## src/rtl/a23_cache_pkg.sv

```systemverilog
// Shared definitions for the Amber 2 cache: flush FSM encoding and default geometry.
package a23_cache_pkg;

    typedef enum logic [1:0] {
        FlushInit = 2'd0,
        FlushIdle = 2'd1,
        FlushWalk = 2'd2,
        FlushDone = 2'd3
    } flush_state_e;

    localparam int unsigned CacheLinesDflt     = 256;
    localparam int unsigned CacheAddrWidthDflt = 8;

endpackage

```

## src/rtl/a23_cache_flush_ctrl.sv

```systemverilog
// Tag-RAM invalidation sequencer: walks every set after reset, CP15 flush or cache disable.
// Define A23_FLUSH_COUNT_EN to build the saturating completed-walk counter.
module a23_cache_flush_ctrl
    import a23_cache_pkg::*;
#(
    parameter int unsigned CACHE_LINES      = CacheLinesDflt,
    parameter int unsigned CACHE_ADDR_WIDTH = CacheAddrWidthDflt
) (
    input  logic                        i_clk,
    input  logic                        i_rst,
    input  logic                        i_cache_flush,
    input  logic                        i_cache_enable,
    input  logic                        i_tag_stall,
    output logic                        o_tag_wr_en,
    output logic [CACHE_ADDR_WIDTH-1:0] o_tag_addr,
    output logic                        o_flush_busy,
    output logic                        o_flush_done,
    output logic [15:0]                 o_flush_count
);

    localparam logic [CACHE_ADDR_WIDTH-1:0] LastIdx = CACHE_ADDR_WIDTH'(CACHE_LINES - 1);

    flush_state_e                state_q, state_d;
    logic [CACHE_ADDR_WIDTH-1:0] idx_q, idx_d;
    logic                        pending_q, pending_d;
    logic                        enable_d1_q;
    logic                        trigger;

    logic                        busy_q, busy_d;
    logic                        wr_en_q, wr_en_d;
    logic [CACHE_ADDR_WIDTH-1:0] addr_q, addr_d;
    logic                        done_q, done_d;

    // A falling cache-enable bit is treated exactly like an explicit flush.
    assign trigger = i_cache_flush | (enable_d1_q & ~i_cache_enable);

    always_comb begin
        state_d   = state_q;
        idx_d     = idx_q;
        pending_d = pending_q;

        case (state_q)
            FlushInit: begin
                state_d = FlushWalk;
                idx_d   = '0;
            end
            FlushIdle: begin
                if (trigger) begin
                    state_d = FlushWalk;
                    idx_d   = '0;
                end
            end
            FlushWalk: begin
                // Never restart a walk in progress; remember one more is owed.
                if (trigger) begin
                    pending_d = 1'b1;
                end
                if (!i_tag_stall) begin
                    idx_d = idx_q + 1'b1;
                    if (idx_q == LastIdx) begin
                        state_d = FlushDone;
                    end
                end
            end
            FlushDone: begin
                state_d   = (pending_q | trigger) ? FlushWalk : FlushIdle;
                pending_d = 1'b0;
                idx_d     = '0;
            end
            default: begin
                state_d = FlushInit;
                idx_d   = '0;
            end
        endcase

        // Outputs are decoded from the next state so they can be registered.
        busy_d  = (state_d == FlushDone) ? pending_d : (state_d != FlushIdle);
        wr_en_d = (state_d == FlushWalk);
        addr_d  = idx_d;
        done_d  = (state_d == FlushDone);
    end

    always_ff @(posedge i_clk) begin
        if (i_rst) begin
            state_q     <= FlushInit;
            idx_q       <= '0;
            pending_q   <= 1'b0;
            enable_d1_q <= 1'b0;
            busy_q      <= 1'b1;
            wr_en_q     <= 1'b0;
            addr_q      <= '0;
            done_q      <= 1'b0;
        end else begin
            state_q     <= state_d;
            idx_q       <= idx_d;
            pending_q   <= pending_d;
            enable_d1_q <= i_cache_enable;
            busy_q      <= busy_d;
            wr_en_q     <= wr_en_d;
            addr_q      <= addr_d;
            done_q      <= done_d;
        end
    end

    assign o_tag_wr_en  = wr_en_q;
    assign o_tag_addr   = addr_q;
    assign o_flush_busy = busy_q;
    assign o_flush_done = done_q;

`ifdef A23_FLUSH_COUNT_EN
    logic [15:0] count_q, count_d;

    always_comb begin
        count_d = count_q;
        if ((state_d == FlushDone) && (count_q != 16'hFFFF)) begin
            count_d = count_q + 16'd1;
        end
    end

    always_ff @(posedge i_clk) begin
        if (i_rst) begin
            count_q <= 16'd0;
        end else begin
            count_q <= count_d;
        end
    end

    assign o_flush_count = count_q;
`else
    assign o_flush_count = 16'd0;
`endif

endmodule

```

## config.mk

```make
export PLATFORM = sky130hd
export DESIGN_NAME = a23_cache_flush_ctrl
export DESIGN_NICKNAME = d
export VERILOG_FILES = /design/src/rtl/a23_cache_pkg.sv /design/src/rtl/a23_cache_flush_ctrl.sv
export SDC_FILE = /design/constraint.sdc
export NUM_CORES = 1
export LEC_CHECK = 0
export ABC_AREA = 1
export BUFFER_PORTS_ARGS = -buffer_cell sky130_fd_sc_hd__buf_2
export CAP_MARGIN = 20
export CORE_MARGIN = 2
export CORE_UTILIZATION = 47
export DETAILED_ROUTE_END_ITERATION = 12
export PLACE_DENSITY = 0.77
export SLEW_MARGIN = 20
export SYNTH_ARGS = -nofsm -noshare
export SYNTH_HDL_FRONTEND = slang
export SYNTH_SLANG_ARGS = --single-unit
```

## constraint.sdc

```tcl
create_clock -name i_clk -period 1.55 [get_ports i_clk]
set_input_delay 0.31 -clock i_clk [delete_from_list [all_inputs] [get_ports i_clk]]
set_output_delay 0.31 -clock i_clk [all_outputs]
set_load 0.03 [all_outputs]
```

==> impl_metrics.tcl <==
set metrics [dict create \
    status "completed" \
    timing.critical_path.arrival_ns 0.96 \
    postSynthRegisterBits 15 \
    crit_buf_inv 1 \
    detail_route.drc_violations 0 \
    end_kind "output pin" \
    routabilityCongestion 0.882 \
    main_combinational_cell_family_by_area_after_synthesis "simple AND/OR/NAND/NOR gates" \
    row_count 15 \
    drt.antenna.violating_nets 0 \
    global_route.usage.total_pct 15.8 \
    slowest_stage "sky130_fd_sc_hd__dfxtp_1" \
    postCtsHoldBufs 0 \
    die_h_um 46.9 \
    yosys.area_share.simple_pct 33.0 \
    areaGrowthSynthToFinish_pct 7.67 \
    ios 32 \
    drt-initial-drc-count 9 \
    most-common-layout-cells "24 x sky130_fd_sc_hd__nand2_1, 17 x sky130_fd_sc_hd__inv_1, 16 x sky130_fd_sc_hd__nor2_1, 16 x sky130_fd_sc_hd__conb_1" \
    crit_chain "buf_2" \
    clkSinkCount 15 \
    power-per-cell-area_mw_per_mm2 795 \
    hpwl_um 1200 \
    max_freq_mhz 786 \
    finalSetupTns_ns 0 \
    r2r_start "o_tag_addr[1]" \
    maximum_number_of_pins_on_one_net_before_global_route_repair 10 \
    synth_compound_gate_area_share_pct 6.80 \
    path_max_fanout 5 \
    h_tree_lvl_count 1 \
    placed_area_um2 903 \
    vdd_drop_max_mv 0.533 \
    cts_buffer_depth 2 \
    criticalPathCategory "reg2out" \
    num_vias 762 \
    synthesis.area_um2 865 \
    drt-pass1-iter-count 4 \
    cp_data_required_time_ns 1.24 \
    worstHoldStart "i_cache_enable" \
    vias_per_cell 4.56 \
    rsz0062_at_grt "false" \
    cts_repair_resize_count 0 \
    finalHoldViolCount 0 \
    final_net_count 149 \
    layout.cells.most_common "sky130_fd_sc_hd__nand2_1" \
    yosys.area_share.adder_pct 1.45 \
    wirelength_um 1570 \
    totalPowerFinal_uw 740 \
    clk_pin_slew_worst_paths_ns 0.10 \
    synth_sequential_area_ratio_pct 34.7 \
    die_area_mm2 0.00220 \
    tritoncts "yes" \
    critical_path.max_stage_delay_ns 0.43 \
    dp.cells 163 \
    startpoint "o_tag_addr[5]" \
    cts_post_setup_buffers_inserted 0 \
    nature_of_the_critical_path_startpoint "register" \
    initial_antenna_violation_count 0 \
    buffer_ports.inserted 15 \
    cts_inserted_buffers 3 \
    overall_overflow_remaining_after_global_route 0 \
    initial_utilization_pct 50.1 \
    setup_viol 0 \
    die-width_um 46.9 \
    dp_worst_setup_slack_ns 0.319 \
    layout_min_cycle_time_ns 1.27 \
    clock_insertion_delay_worst_skew_ns 0.30 \
    worst_slack_ns 0.277 \
    core-area_mm2 0.00173 \
    fin_crit_sh_pct 82.1 \
    min-delay-path-class "in2reg" \
    first_pass_grt_wire_length_um 2420 \
    netlist_instances 125 \
    synth_warnings 0 \
    ctsRootBufferMaster "sky130_fd_sc_hd__clkbuf_4" \
    layout-drive-gt1-share_pct 19.0 \
    cellLeakagePower_uw 0.000474 \
    maxCapViolations 0 \
    post_synth_mux_area_share_pct 0 \
    yosys.cell_types.count 20 \
    final-instance-count-excl-fill 167 \
    critical_path.top_delay_family "flip-flops" \
    timing.clock.skew_ns 0.00653 \
    syn_area_per_cell_um2 6.92 \
    final_cell_area_um2 931 \
    insertedDiodeCount 0 \
    post_synth_xor_area_fraction_pct 1.01 \
    wl_per_cell_um 9.42 \
    timing.final.max_slew_violations 0 \
    number_of_global_route_vias_before_repair 595 \
]
## per-stage QoR
| stage | hold WS [ns] | util (%) |
|---|---|---|
| finish | 0.246 | 53.9 |
| CTS | 0.239 | 53.9 |
| global placement | 0.514 | 52.3 |
| detailed placement | 0.506 | 52.3 |
| floorplan | 0.446 | - |
| global route | 0.249 | 53.9 |
## layer usage
metal	global-route usage (%)	up-vias	share of wire [%]
met5	0	-	0
met4	6.67	0	1.5
met3	7.69	5	6.1
met2	24.9	21	50
met1	18.3	343	43
li1	-	393	-
## kinds of logic after synthesis
family          count (synthesis)
fa+ha+maj                       1
xor+xnor                        1
compound gates                  9
buf+inv                        36
other cells                     1
simple gates                   62
flops                          15
## synth_stat cells
master | count | share of area [%]
sky130_fd_sc_hd__nand2_1 | 24 | 10
sky130_fd_sc_hd__conb_1 | 1 | 0.43
sky130_fd_sc_hd__dfxtp_1 | 15 | 35
sky130_fd_sc_hd__a21oi_1 | 6 | 3.5
sky130_fd_sc_hd__clkbuf_1 | 1 | 0.43
sky130_fd_sc_hd__nor2_2 | 2 | 1.4
sky130_fd_sc_hd__ha_1 | 1 | 1.4
sky130_fd_sc_hd__nor2_1 | 16 | 6.9
sky130_fd_sc_hd__nor3_1 | 1 | 0.58
sky130_fd_sc_hd__inv_1 | 17 | 7.4
sky130_fd_sc_hd__o211ai_1 | 1 | 0.87
sky130_fd_sc_hd__nand2_2 | 2 | 1.4
sky130_fd_sc_hd__nand4_1 | 6 | 4.3
sky130_fd_sc_hd__a21oi_4 | 1 | 1.9
sky130_fd_sc_hd__nand3_1 | 10 | 5.8
sky130_fd_sc_hd__o21ai_0 | 1 | 0.58
sky130_fd_sc_hd__nand3_4 | 1 | 2.0
sky130_fd_sc_hd__inv_2 | 2 | 0.87
sky130_fd_sc_hd__xor2_1 | 1 | 1.0
sky130_fd_sc_hd__buf_4 | 16 | 14
## layout make-up
class                      count  area (um2)
multi-input combinational     89         425
sequential                    15         300
clock inverter                 1        5.00
fill                         185         796
timing repair buffer          15        75.1
inverter                      19        71.3
tap                           25        31.3
clock buffer                   3        22.5
## registers in the layout, indices dropped and copies added (netlist names)
| register | flops |
|---|---|
| enable_d1_q | 1 |
| o_flush_busy | 1 |
| o_flush_done | 1 |
| o_tag_addr | 8 |
| o_tag_wr_en | 1 |
| pending_q | 1 |
| state_q | 2 |
## worst paths after layout
kind              endpoint  slack, ns  cells past startpoint
max          o_tag_addr[5]       0.28                      1
min            enable_d1_q       0.25                      3
max reg2reg   o_flush_done       0.30                      7
min reg2reg  o_tag_addr[0]       0.52                      2
## power breakdown
| group | total, uW | leakage [uW] | switching [uW] | internal, uW |
|---|---|---|---|---|
| Sequential | 398 | 0.000122 | 5.16 | 393 |
| Combinational | 107 | 0.000334 | 89.7 | 17.3 |
| Clock | 235 | 0.0000177 | 139 | 96.3 |
| Total | 740 | 0.000474 | 234 | 506 |
(Power assumes the default switching activity.)
